--- src/rtl/seq_pattern_gen.sv ---
// Serial pattern transmitter: latches a pattern, length and repeat count on start,
// then shifts the pattern out MSB-first, one bit per clock, for (repeat+1) passes.
//
// state | meaning
// IDLE  | ready for a new transfer; start is accepted here
// SHIFT | one pattern bit per cycle on dout_bit_o, dout_valid_o high
// DONE  | single-cycle done pulse, then back to IDLE
module seq_pattern_gen #(
    parameter int WIDTH = 8,
    parameter int LEN_W = 4,
    parameter int REP_W = 4
) (
    input  logic             clk_i,
    input  logic             rst_n_i,
    input  logic             start_i,
    input  logic [WIDTH-1:0] pattern_i,
    input  logic [LEN_W-1:0] length_i,
    input  logic [REP_W-1:0] repeat_cnt_i,
    input  logic             abort_i,
    output logic             ready_o,
    output logic             dout_bit_o,
    output logic             dout_valid_o,
    output logic             done_o
);

    localparam int IDX_W = (WIDTH > 1) ? $clog2(WIDTH) : 1;

    typedef enum logic [1:0] {
        IDLE  = 2'd0,
        SHIFT = 2'd1,
        DONE  = 2'd2
    } state_e;

    state_e             state_q, state_d;
    logic [WIDTH-1:0]   pat_q, pat_d;
    logic [LEN_W-1:0]   len_q, len_d;
    logic [IDX_W-1:0]   idx_q, idx_d;
    logic [REP_W-1:0]   pass_q, pass_d;

    logic               ready_q, ready_d;
    logic               bit_q, bit_d;
    logic               valid_q, valid_d;
    logic               done_q, done_d;

    logic [LEN_W-1:0]   len_clamp;

    always_comb begin
        len_clamp = length_i;
        if (length_i > LEN_W'(WIDTH)) begin
            len_clamp = LEN_W'(WIDTH);
        end
    end

    always_comb begin
        state_d = state_q;
        pat_d   = pat_q;
        len_d   = len_q;
        idx_d   = idx_q;
        pass_d  = pass_q;

        unique case (state_q)
            IDLE: begin
                if (start_i) begin
                    pat_d  = pattern_i;
                    len_d  = len_clamp;
                    pass_d = repeat_cnt_i;
                    idx_d  = IDX_W'(len_clamp - LEN_W'(1));
                    state_d = (len_clamp == '0) ? DONE : SHIFT;
                end
            end
            SHIFT: begin
                if (abort_i) begin
                    state_d = IDLE;
                end else if (idx_q != '0) begin
                    idx_d = idx_q - IDX_W'(1);
                end else if (pass_q != '0) begin
                    // next pass follows with no gap cycle
                    pass_d = pass_q - REP_W'(1);
                    idx_d  = IDX_W'(len_q - LEN_W'(1));
                end else begin
                    state_d = DONE;
                end
            end
            DONE: begin
                state_d = IDLE;
            end
            default: begin
                state_d = IDLE;
            end
        endcase
    end

    // Outputs are registered from the next state so they line up with state_q.
    always_comb begin
        ready_d = (state_d == IDLE);
        valid_d = (state_d == SHIFT);
        done_d  = (state_d == DONE);
        bit_d   = valid_d & pat_d[idx_d];
    end

    always_ff @(posedge clk_i or negedge rst_n_i) begin
        if (!rst_n_i) begin
            state_q <= IDLE;
            pat_q   <= '0;
            len_q   <= '0;
            idx_q   <= '0;
            pass_q  <= '0;
            ready_q <= 1'b1;
            bit_q   <= 1'b0;
            valid_q <= 1'b0;
            done_q  <= 1'b0;
        end else begin
            state_q <= state_d;
            pat_q   <= pat_d;
            len_q   <= len_d;
            idx_q   <= idx_d;
            pass_q  <= pass_d;
            ready_q <= ready_d;
            bit_q   <= bit_d;
            valid_q <= valid_d;
            done_q  <= done_d;
        end
    end

    assign ready_o      = ready_q;
    assign dout_bit_o   = bit_q;
    assign dout_valid_o = valid_q;
    assign done_o       = done_q;

endmodule

--- config.mk ---
export PLATFORM = sky130hd
export DESIGN_NAME = seq_pattern_gen
export DESIGN_NICKNAME = d
export VERILOG_FILES = /design/src/rtl/seq_pattern_gen.sv
export SDC_FILE = /design/constraint.sdc
export NUM_CORES = 1
export LEC_CHECK = 0
export ABC_AREA = 0
export CAP_MARGIN = 0
export CORE_ASPECT_RATIO = 1.2
export CORE_MARGIN = 2
export CORE_UTILIZATION = 40
export DETAILED_ROUTE_END_ITERATION = 10
export SYNTH_ARGS = -nofsm -noshare
export SYNTH_HDL_FRONTEND = slang
export SYNTH_SLANG_ARGS = --single-unit
--- constraint.sdc ---
create_clock -name clk_i -period 3.06 [get_ports clk_i]
set_clock_uncertainty 0.1 [all_clocks]
set_input_delay 0.459 -clock clk_i [delete_from_list [all_inputs] [get_ports clk_i]]
set_output_delay 0.459 -clock clk_i [all_outputs]
set_load 0.02 [all_outputs]
==> metrics.sh, run 1 <==
ROUTE.TOP_LAYER_USED='met4'
YOSYSMOSTFREQUENTCELL='sky130_fd_sc_hd__nand2_1'
SYNTHTOPCELLSBYAREA='sky130_fd_sc_hd__dfrtp_1, sky130_fd_sc_hd__nand2_1, sky130_fd_sc_hd__o21ai_0, sky130_fd_sc_hd__ha_1, sky130_fd_sc_hd__a21oi_1'
FINAL.MIN_CLOCK_PERIOD_NS=2.55
CTS.HOLD.BUFFERS_ADDED=0
SYNTHTOLAYOUTAREAGROWTH_PCT=24.1
DIE_AREA_UM2=3760
ANTENNA_CELLS_INSERTED=0
GRT_FIRST_PASS_WIRELENGTH_MM=5.18
NUMBER_OF_ANTENNA_VIOLATIONS_AT_THE_FIRST_CHECK_IN_GLOBAL_ROUTING=0
START_UTIL_PCT=42.3
GR-TOTAL-OVERFLOW=0
SYNTH-SEQ-AREA-SHARE_PCT=45.8
TIGHTEST_PIN_TRANSITION_NS=0.530
STD_CELL_ROWS=22
UTILIZATION_PCT=52.5
CRITICAL-PATH-SLOWEST-CELL='sky130_fd_sc_hd__dfrtp_1'
NETLIST_INSTANCES=145
GLOBALPLACE.CONGESTION=0.911
WORST_SETUP_PATH_END_KIND='register'
FINALSETUPVIOLCOUNT=0
SYNTH_CELL_TYPES=40
SYNTH_ADDER_AREA_SHARE_PCT=3.81
P_LEAK_nW=0.721
CLOCK_TREE.BUFFER_DEPTH=2
FLOORPLAN.IO_PINS=24
SYN-NUM-NETS=169
TIMING.FINAL.MAX_SLEW_VIOLATIONS=0
DRT-INITIAL-DRC-COUNT=34
OUTCOME='complete, no violations'
WL_MM=3.00
SYNTH_COMPOUND_GATE_AREA_SHARE_PCT=21.2
COMMONEST_REGISTER_CELL_AFTER_SYNTHESIS='sky130_fd_sc_hd__dfrtp_1'
FINALHOLDVIOLCOUNT=0
POST-SYNTH-TOP-AREA-FRACTION_PCT=43.8
CORE-AREA_UM2=3110
WL_MET3_UM=98
DRIVE_GT1_SHARE_PCT=8.72
RSZ0062_AT_GRT='no'
WORST_IR_DROP_VDD_mV=0.350
DRTANTENNAVIOLNETS=0
MAXIMUM_FANOUT_ALONG_THE_WORST_PATH=5
CRITPATHLAUNCHTYPE='register'
ASYNC_SET_RESET_FLOP_SHARE_OUT_OF_SYNTHESIS_PCT=100
SYNTHXORXNORAREAFRAC_PCT=1.33
INSERTION_DELAY_NS=0.30
SYNTH_LARGEST_AREA_CELL='sky130_fd_sc_hd__dfrtp_1'
HTREE_NUM_LEVELS=1
CLOCK_SINK_COUNT=24
MAX_FREQ_GHz=0.393
FP.DIEH_UM=66.8
GRT.TOTAL_USAGE_PCT=17.6
GRT_MAX_DEGREE=25
EDFF_COUNT_SYNTH=0
WORST_SETUP_HOLD_PATH_CLK_SLEW_NS=0.12
ROUTE.VIAS.TOTAL=1144
FINAL_MIN_PERIOD_OVER_CLOCK_PERIOD_PCT=83.2
PORT_BUFFERS=23
P_PER_AREA_nW_PER_UM2=714
DPL.HPWL_MM=2.28
REQUIRED_NS=3.21
CRIT_PATH_CELL_TRACE='inv_1 -> ha_1 -> or3b_1 -> a31o_2 -> a221oi_2 -> inv_2 -> a41o_1 -> o221ai_2 -> o311a_1'
CP_DATA_ARRIVAL_TIME_NS=2.70
CLOCK_TREE.ROOT_CELL='sky130_fd_sc_hd__clkbuf_4'
MAXSLEWHEADROOM_PCT=64.7
YOSYSWARNINGS=0
DRC=0
CTS-RESIZED-GATES=0
HOLD_CLASS='reg2reg'
CTS.REPAIR_TIMING.SETUP_BUFFER_COUNT=0
NET_COUNT_OF_THE_FINISHED_LAYOUT=197
SYNTHESIS.AREA_UM2=1320
COMBINATIONAL_FAMILY_WITH_THE_MOST_AREA_AFTER_SYNTHESIS='simple AND/OR/NAND/NOR gates'
CTS_INSERTED_BUFFERS=3
FP.DIEW_UM=56.3
DRTPASS1ITERATIONS=4
MAX_STAGE_DELAY_NS=0.43
ROUTE.DETAILED.WL_PER_INST_UM=14.4
MULTIPLEXER_SHARE_OF_THE_SYNTHESIZED_AREA_PCT=0.761
SYNTH.FF_LATCH_COUNT=24
SYNTH-SIMPLE-AREA-SHARE_PCT=23.1
WIRELENGTH_MET1_MM=1.22
CTS_TREE='built'
VIAS_PER_CELL=5.50
TIMING.SETUP.CRITICAL_PATH_CLASS='reg2reg'
MAX_CAP_VIOL_COUNT=0
AVERAGE_CELL_AREA_AFTER_SYNTHESIS_UM2=9.07
ROUTED-WL-MET2_MM=1.60
SYNTH_TOP_CELLS_BY_COUNT='sky130_fd_sc_hd__nand2_1, sky130_fd_sc_hd__dfrtp_1, sky130_fd_sc_hd__o21ai_0'
TIMING.SETUP.TNS_NS=0
VIAS_IN_THE_FIRST_GLOBAL_ROUTE=1210
placed cells by master (no fill, tap or decap), types with 3 or more instances in the layout:
cell and n:
sky130_fd_sc_hd__nand2_1 28, sky130_fd_sc_hd__dfrtp_1 23, sky130_fd_sc_hd__clkdlybuf4s50_1 23, sky130_fd_sc_hd__o21ai_0 12, sky130_fd_sc_hd__inv_1 9, sky130_fd_sc_hd__a21oi_1 9, sky130_fd_sc_hd__nor2_1 8, sky130_fd_sc_hd__nand3_1 4
sky130_fd_sc_hd__ha_1 4, sky130_fd_sc_hd__buf_4 4, sky130_fd_sc_hd__nor2b_1 3, sky130_fd_sc_hd__nor3_1 3, sky130_fd_sc_hd__o211ai_1 3, sky130_fd_sc_hd__clkbuf_4 3
state kept, by name (all words and copies together) (netlist names):
name and count:
len_q 3, ready_o 1, done_o 1, pass_q 4
dout_bit_o 1, pat_q 8, state_q 2, dout_valid_o 1
idx_q 3
cell type report:
cell class	count	area, um^2
clock buffers	4	26.3
fillers	299	1480
inverters	10	37.5
well taps	36	45.0
multi-input cells	107	661
flip-flops and latches	24	602
repair buffers	27	260
kinds of logic (layout without fill, tap and decap cells):
| logic type | Yosys count | in the layout |
|---|---|---|
| compound gates | 40 | 40 |
| xor+xnor | 2 | 2 |
| fa+ha+maj | 4 | 4 |
| buf+inv | 14 | 41 |
| flops | 24 | 24 |
| mux | 1 | 1 |
| simple gates | 60 | 60 |
path summary, 6_finish.rpt:
check	to	cells past startpoint	from	slack, ns
worst max-delay path	dout_bit_o	9	pass_q[0]	0.51
worst min-delay path	pat_q[4]	2	pat_q[4]	0.39
worst max register to register	dout_bit_o	9	pass_q[0]	0.51
worst min register to register	pat_q[4]	2	pat_q[4]	0.39
max in group asynchronous	ready_o	2	rst_n_i	2.17
min in group asynchronous	pass_q[2]	2	rst_n_i	0.40
power by group:
part,internal [mW],switching [mW]
clock network,0.0508,0.0888
logic,0.239,0.305
registers,0.417,0.0630
total,0.708,0.457
routing by layer:
metal / vias to the layer above / global-route usage, %
li1: 570 / -
met3: 8 / 2.14
met5: - / 0
met2: 29 / 34.7
met4: 0 / 9.52
met1: 537 / 17.8
worst max-delay path: cells and delay by family, from the launching register on:
kind / cells / cell delay, ns
AOI/OAI and AO/OA: 5 / 1.14
buffers and inverters: 2 / 0.16
adders and majority gates: 1 / 0.24
and+or+nand+nor: 1 / 0.42
DFF: 1 / 0.43
per-stage QoR:
stage	hold slack (ns)	worst slack, ns	std cells	instance area (um^2)	power, mW
after detailed placement	0.369	0.400	204	1610	1.04
final	0.394	0.513	208	1630	1.16
after global routing	0.406	0.350	208	1630	1.27
after global placement	0.361	0.475	204	1610	1.02
after floorplan	0.0634	0.791	145	1320	0.864
after CTS	0.399	0.494	208	1630	1.18
Note: power is estimated with default switching activity, not from simulation.
==> run 2: changes to the inputs <==
--- a/config.mk
+++ b/config.mk
@@ -11,6 +11,7 @@
 export CORE_MARGIN = 2
 export CORE_UTILIZATION = 40
 export DETAILED_ROUTE_END_ITERATION = 10
+export PLACE_DENSITY = 0.66
 export SYNTH_ARGS = -nofsm -noshare
 export SYNTH_HDL_FRONTEND = slang
 export SYNTH_SLANG_ARGS = --single-unit
==> constraint.sdc (replaced) <==
create_clock -name clk_i -period 2.2 [get_ports clk_i]
set_clock_uncertainty 0.1 [all_clocks]
set_input_delay 0.33 -clock clk_i [delete_from_list [all_inputs] [get_ports clk_i]]
set_output_delay 0.33 -clock clk_i [all_outputs]
set_load 0.02 [all_outputs]
==> run 2 against run 1 <==
Against the previous run:
- largest cell class unchanged
- total power grew 74%
- register-to-register slack lost 0.74 ns
- critical path type unchanged
- sequential power grew 36%
- via count grew 13%
- die area is the same
- highest routed layer unchanged
- the run now ends with negative setup slack left
- clock power grew 46%
- non-clock buffer count grew 29
- final cell count grew 14%
- maximum frequency grew 5.0%
==> metrics.sh, run 2 (synthesis results as in run 1) <==
DRTANTENNAVIOLNETS=0  # unchanged
MAXIMUM_FANOUT_ALONG_THE_WORST_PATH=3  # -2
LARGEST_REGISTER_FFS=8  # unchanged
WL_MM=3.46  # +15%
TIMING.SETUP.CRITICAL_PATH_CLASS='reg2reg'
MAX_CAP_VIOL_COUNT=0  # unchanged
DRIVE_GT1_SHARE_PCT=25.4  # +17 points
LARGEST_REGISTERS='pat_q (8), pass_q (4)'
WORST_SETUP_HOLD_PATH_CLK_SLEW_NS=0.14  # +0.02 ns
WORST_HOLD_SLACK_NS=0.255  # -0.139 ns
DESIGN_POWER_TOTAL_mW=2.03  # +74%
DRT-INITIAL-DRC-COUNT=46  # +35%
GR-TOTAL-OVERFLOW=0  # unchanged
GRT_FIRST_PASS_WIRELENGTH_MM=5.73  # +11%
FLOORPLAN.IO_PINS=24  # unchanged
VIAS_PER_CELL=5.46  # -0.81%
GRT.TOTAL_USAGE_PCT=19.4  # +1.9 points
CLOCK_SINK_COUNT=24  # unchanged
NET_COUNT_OF_THE_FINISHED_LAYOUT=226  # +15%
P_LEAK_nW=0.878  # +22%
CTS_INSERTED_BUFFERS=3  # unchanged
CRITPATHLAUNCHTYPE='register'
P_PER_AREA_nW_PER_UM2=1060  # +48%
TIMING.SETUP.TNS_NS=-0.346  # -0.346 ns
FINALHOLDVIOLCOUNT=0  # unchanged
LAYOUT_COMMON_CELLS='sky130_fd_sc_hd__buf_4, sky130_fd_sc_hd__nand2_1, sky130_fd_sc_hd__dfrtp_1, sky130_fd_sc_hd__clkdlybuf4s50_1, sky130_fd_sc_hd__o21ai_0'
POSTLAYOUTSETUPSLACKWORST_NS=-0.225  # -0.738 ns
MOSTFREQUENTLAYOUTCELL='sky130_fd_sc_hd__buf_4'
STD_CELL_ROWS=22  # unchanged
NUMBER_OF_ANTENNA_VIOLATIONS_AT_THE_FIRST_CHECK_IN_GLOBAL_ROUTING=0  # unchanged
REGISTERS.TOP_BY_FF_COUNT='pat_q'
CLOCK_TREE.ROOT_CELL='sky130_fd_sc_hd__clkbuf_4'
DPL.HPWL_MM=2.54  # +12%
TIGHTEST_PIN_TRANSITION_NS=0.525  # -0.00444 ns
AREA.SEQUENTIAL_UM2=602  # unchanged
MAX_FREQ_GHz=0.412  # +5.0%
SYNTHTOLAYOUTAREAGROWTH_PCT=45.4
FP.DIEW_UM=56.3  # unchanged
STDCELL_AREA_UM2=1910  # +17%
VIOLATIONS='negative setup slack'
FINAL_MIN_PERIOD_OVER_CLOCK_PERIOD_PCT=110  # +27 points
VIAS_IN_THE_FIRST_GLOBAL_ROUTE=1328  # +9.8%
CLOCK_TREE.BUFFER_DEPTH=2  # unchanged
DRTPASS1ITERATIONS=6  # +2
RSZ0062_AT_GRT='yes'
MAXSLEWHEADROOM_PCT=64.8  # +0.14 points
GRT_MAX_DEGREE=25  # unchanged
FINALSETUPVIOLCOUNT=2  # +2
HOLD_CLASS='in2async'
N_FILL_CELL=276  # -7.7%
CTS.HOLD.BUFFERS_ADDED=0  # unchanged
CTS_TREE='built'
DRC=0  # unchanged
WORST_IR_DROP_VDD_mV=0.738  # +110%
ANTENNA_CELLS_INSERTED=0  # unchanged
INSERTION_DELAY_NS=0.31  # about the same
WORST_SETUP_PATH_END_KIND='register'
PLACEDINSTANCEAREA_UM2=1820  # +13%
CP_DATA_ARRIVAL_TIME_NS=2.58  # -0.12 ns
FINAL.MIN_CLOCK_PERIOD_NS=2.42  # -0.122 ns
REQUIRED_NS=2.35  # -0.86 ns
HTREE_NUM_LEVELS=1  # unchanged
ROUTE.VIAS.TOTAL=1293  # +13%
CORE-AREA_UM2=3110  # unchanged
FP.DIEH_UM=66.8  # unchanged
DIE_AREA_UM2=3760  # unchanged
TIMING.FINAL.MAX_SLEW_VIOLATIONS=0  # unchanged
START_UTIL_PCT=42.3  # unchanged
OUTCOME='finished with violations'
PORT_BUFFERS=23  # unchanged
MULTIINPUTGATEAREA_UM2=711  # +7.6%
ROUTE.DETAILED.WL_PER_INST_UM=14.6  # +1.3%
GLOBALPLACE.CONGESTION=0.905  # -0.64%
## run 2: layout make-up
cell class | count | area share (%)
clock buffers | 4 | 1.37
inverters | 10 | 1.96
multi-input cells | 107 | 37.2
flip-flops and latches | 24 | 31.5
well taps | 36 | 2.36
repair buffers | 56 | 25.7
## run 2: layer usage
metal	GRT usage, %	share of wire, %	up-vias
li1	-	-	626
met4	8.93	3.7	0
met5	0	0	-
met2	36.9	53	45
met3	2.72	3.9	12
met1	21.3	40	610
## run 2: power by group
group          leakage [nW]  total, mW  internal [mW]  switching (mW)
logic                 0.566       1.17          0.611           0.557
clock network        0.0150      0.205         0.0707           0.135
registers             0.297      0.654          0.581          0.0726
## run 2: metrics by stage
stage	util (%)	worst slack (ns)	cells
6_report	61.5	-0.225	237
5_1_grt	61.5	-0.302	237
4_1_cts	60.7	-0.136	236
3_5_place_dp	58.4	-0.205	227
3_3_place_gp	58.4	-0.152	227
2_1_floorplan	-	-0.0432	145
## run 2: final timing paths
| check | startpoint | slack (ns) | end | cells past startpoint |
|---|---|---|---|---|
| max in group asynchronous | rst_n_i | 1.44 | ready_o | 2 |
| setup reg to reg | pass_q[0] | -0.22 | dout_bit_o | 9 |
| setup / recovery | pass_q[0] | -0.22 | dout_bit_o | 9 |
| hold / removal | rst_n_i | 0.26 | dout_valid_o | 2 |
| hold reg to reg | pat_q[4] | 0.40 | pat_q[4] | 2 |
| min in group clk_i | pat_q[4] | 0.40 | pat_q[4] | 2 |
## run 2: timing repair
action                                  4_1_cts  5_1_grt
endpoints found under the hold margin         0        0
gates resized for setup                       3        3
setup buffers                                 5        1
endpoints found under the setup margin        1        6
pin swaps                                     4        3
## run 2: worst max-delay path: stages (launching register included)
cell	delay [ns]
sky130_fd_sc_hd__dfrtp_1	0.41
sky130_fd_sc_hd__inv_2	0.07
sky130_fd_sc_hd__ha_4	0.13
sky130_fd_sc_hd__or3b_4	0.40
sky130_fd_sc_hd__a31o_4	0.24
sky130_fd_sc_hd__a221oi_4	0.29
sky130_fd_sc_hd__inv_2	0.09
sky130_fd_sc_hd__a41o_1	0.23
sky130_fd_sc_hd__o221ai_2	0.19
sky130_fd_sc_hd__o311a_1	0.20
==> run 3: changes to the inputs <==
--- a/config.mk
+++ b/config.mk
@@ -9,9 +9,9 @@
 export CAP_MARGIN = 0
 export CORE_ASPECT_RATIO = 1.2
 export CORE_MARGIN = 2
-export CORE_UTILIZATION = 40
+export CORE_UTILIZATION = 25
 export DETAILED_ROUTE_END_ITERATION = 10
-export PLACE_DENSITY = 0.66
+export REMOVE_ABC_BUFFERS = 1
 export SYNTH_ARGS = -nofsm -noshare
 export SYNTH_HDL_FRONTEND = slang
 export SYNTH_SLANG_ARGS = --single-unit
==> run 3 against run 2 <==
Against the previous run:
- setup slack better by 0.11 ns
- highest routed layer unchanged
- core utilization decreased by 22 points
- clock power up 91%
- clock-buffer cell count down 1
- critical endpoint unchanged
- critical path type unchanged
- the run still ends with negative setup slack left
==> metrics.sh, run 3 (synthesis results as in run 1) <==
TIMING.FINAL.MAX_SLEW_VIOLATIONS=0  # unchanged
DRTPASS1ITERATIONS=4  # -2
LAYOUT_COMMON_CELLS='sky130_fd_sc_hd__buf_4, sky130_fd_sc_hd__nand2_1, sky130_fd_sc_hd__dfrtp_1, sky130_fd_sc_hd__clkdlybuf4s50_1, sky130_fd_sc_hd__o21ai_0'
CRIT_BUF_INV=2  # unchanged
NUMBER_OF_INSTANCES_IN_THE_PLACED_DESIGN=256  # +13%
CLOCK_POWER_SHARE_PCT=18.3  # +8.2 points
CRITICAL-PATH-TOP-CELL-BY-COUNT='sky130_fd_sc_hd__a21oi_1'
NET_COUNT_OF_THE_FINISHED_LAYOUT=229  # +1.3%
LARGEST_REGISTERS='pat_q (8), pass_q (4)'
CRIT-REG2REG-LAUNCH='pass_q[1]'
FP.DIEW_UM=70.2  # +25%
UTILIZATION_PCT=39.7  # -22 points
PLACEDINSTANCEAREA_UM2=1850  # +1.7%
WORST_SETUP_HOLD_PATH_CLK_SLEW_NS=0.09  # -0.05 ns
P_PER_AREA_nW_PER_UM2=1070  # +1.3%
MAX_STAGE_DELAY_NS=0.40  # about the same
REG2REG_DEPTH=9  # unchanged
FP.DIEH_UM=83.5  # +25%
VIOLATIONS='negative setup slack'
CTS_INSERTED_BUFFERS=3  # unchanged
REQUIRED_NS=2.26  # -0.09 ns
REGISTERS.TOP_BY_FF_COUNT='pat_q'
WL_MM=3.37  # -2.8%
DRTANTENNAVIOLNETS=0  # unchanged
WORST_IR_DROP_VDD_mV=0.448  # -39%
HTREE_NUM_LEVELS=1  # unchanged
INSERTION_DELAY_NS=0.27  # -0.04 ns
FILLER_FREE_CELL_COUNT_OF_THE_FINISHED_DESIGN=264  # +11%
GRT_FIRST_PASS_WIRELENGTH_MM=5.77  # +0.61%
NUMBER_OF_ANTENNA_VIOLATIONS_AT_THE_FIRST_CHECK_IN_GLOBAL_ROUTING=0  # unchanged
GRT_MAX_DEGREE=25  # unchanged
COMBPWRFRAC_PCT=51.3  # -6.3 points
FINAL.MIN_CLOCK_PERIOD_NS=2.32  # -0.106 ns
TIMING.SETUP.CRITICAL_PATH_CLASS='reg2reg'
CRITPATHLAUNCHTYPE='register'
CLOCK_SINK_COUNT=24  # unchanged
P_SEQ_SHARE_PCT=30.3  # -2.0 points
DRC=0  # unchanged
START_UTIL_PCT=26.2  # -16 points
GLOBALPLACE.CONGESTION=0.790  # -13%
CRITICAL_PATH.TOP_DELAY_FAMILY='compound AO/OA/AOI/OAI gates'
DRIVE_GT1_SHARE_PCT=26.5  # +1.1 points
FINALSETUPVIOLCOUNT=1  # -1
MAX_FREQ_GHz=0.431  # +4.6%
ANTENNA_CELLS_INSERTED=0  # unchanged
TIMING.RR.END='dout_bit_o'
PORT_BUFFERS=23  # unchanged
CTS_TREE='built'
ROUTE.DETAILED.WL_PER_INST_UM=12.8  # -13%
CLOCK_TREE.BUFFER_DEPTH=2  # unchanged
P_SW_SHARE_PCT=34.4  # -3.3 points
DPL.HPWL_MM=2.54  # -0.24%
WORST_HOLD_SLACK_NS=0.321  # +0.0651 ns
GRT.TOTAL_USAGE_PCT=12.3  # -7.2 points
CRITICAL-PATH-SLOWEST-CELL='sky130_fd_sc_hd__dfrtp_1'
CORE-AREA_UM2=5010  # +61%
CP_DATA_ARRIVAL_TIME_NS=2.38  # -0.20 ns
DRT-INITIAL-DRC-COUNT=47  # +2.2%
FINAL_MIN_PERIOD_OVER_CLOCK_PERIOD_PCT=105  # -4.8 points
TIGHTEST_PIN_TRANSITION_NS=0.566  # +0.0405 ns
MAX_CAP_VIOL_COUNT=0  # unchanged
P_INT_mW=1.40  # +11%
POSTLAYOUTSETUPSLACKWORST_NS=-0.119  # +0.106 ns
P_SW_uW=736  # -3.7%
PLACE_WORST_SETUP_SLACK_NS=-0.180  # +0.0246 ns
HOLD_CLASS='in2async'
FINALHOLDVIOLCOUNT=0  # unchanged
STD_CELL_ROWS=28  # +27%
REG2REG_SETUP_SLACK_NS=-0.12  # +0.11 ns
STDCELL_AREA_UM2=1990  # +4.1%
WORST_SETUP_PATH_END_KIND='register'
FLOORPLAN.IO_PINS=24  # unchanged
GR-TOTAL-OVERFLOW=0  # unchanged
MAXIMUM_FANOUT_ALONG_THE_WORST_PATH=6  # +3
MAXSLEWHEADROOM_PCT=62.1  # -2.7 points
LARGEST_REGISTER_FFS=8  # unchanged
N_FILL_CELL=516  # +87%
MOSTFREQUENTLAYOUTCELL='sky130_fd_sc_hd__buf_4'
ROUTE.VIAS.TOTAL=1270  # -1.8%
RSZ0062_AT_GRT='yes'
DIE_AREA_UM2=5860  # +56%
SYNTHTOLAYOUTAREAGROWTH_PCT=51.3
OUTCOME='finished with violations'
P_LEAK_nW=0.904  # +3.0%
CRIT_PATH_CELL_TRACE='inv_2 -> ha_4 -> or3b_4 -> a21oi_1 -> o211ai_1 -> buf_4 -> a21oi_1 -> a311oi_1 -> o311a_1'
VIAS_PER_CELL=4.81  # -12%
CLOCK_TREE.ROOT_CELL='sky130_fd_sc_hd__clkbuf_8'
VIAS_IN_THE_FIRST_GLOBAL_ROUTE=1277  # -3.8%
-- run 3: cell type report --
class                      instances  area (um^2)  share of cell area [%]
clock buffer                       3         41.3                    2.08
clock inverter                     1         30.0                    1.51
inverter                          10         37.5                    1.89
multi-input combinational        107          703                    35.3
sequential                        24          602                    30.3
tap                               60         75.1                    3.77
timing repair buffer              59          500                    25.2
-- run 3: layer usage --
layer,wire length (um),GRT usage (%),up-vias
li1,-,-,634
met2,1780,22.4,33
met1,1410,14.2,601
met4,30,3.15,0
met3,151,2.90,2
met5,0,0,-
-- run 3: worst reg2reg max path, stage by stage, from the launching register on --
cell                       delay (ns)
sky130_fd_sc_hd__dfrtp_1         0.40
sky130_fd_sc_hd__inv_2           0.08
sky130_fd_sc_hd__ha_4            0.12
sky130_fd_sc_hd__or3b_4          0.40
sky130_fd_sc_hd__a21oi_1         0.15
sky130_fd_sc_hd__o211ai_1        0.24
sky130_fd_sc_hd__buf_4           0.23
sky130_fd_sc_hd__a21oi_1         0.12
sky130_fd_sc_hd__a311oi_1        0.07
sky130_fd_sc_hd__o311a_1         0.30
-- run 3: power groups by stage --
stage / combinational (mW) / sequential (mW) / clock [mW]
3_3_place_gp: 0.964 / 0.649 / 0
4_1_cts: 1.06 / 0.650 / 0.404
2_1_floorplan: 0.520 / 0.674 / 0
5_1_grt: 1.22 / 0.667 / 0.423
3_5_place_dp: 0.978 / 0.652 / 0
6_report: 1.10 / 0.648 / 0.391
-- run 3: through the flow --
step	power, mW	TNS, ns
after floorplan	1.19	-0.149
after global placement	1.61	-0.146
after detailed placement	1.63	-0.180
after CTS	2.12	-0.161
after global routing	2.31	-0.203
final	2.14	-0.119
-- run 3: timing repair --
action                                  CTS  global route
resized for setup                         7             2
gates cloned                              0             0
pin swaps                                 3             4
buffers inserted                          1             3
hold buffers                              0             0
endpoints found under the setup margin    1             5
-- run 3: worst max path at each step --
stage / startpoint / endpoint / cells past startpoint
4_1_cts: pass_q[1] / dout_bit_o / 9
5_1_grt: pass_q[1] / dout_bit_o / 9
3_5_place_dp: start_i / dout_bit_o / 8
3_3_place_gp: start_i / dout_bit_o / 8
6_report: pass_q[1] / dout_bit_o / 9
2_1_floorplan: state_q[1] / dout_bit_o / 7
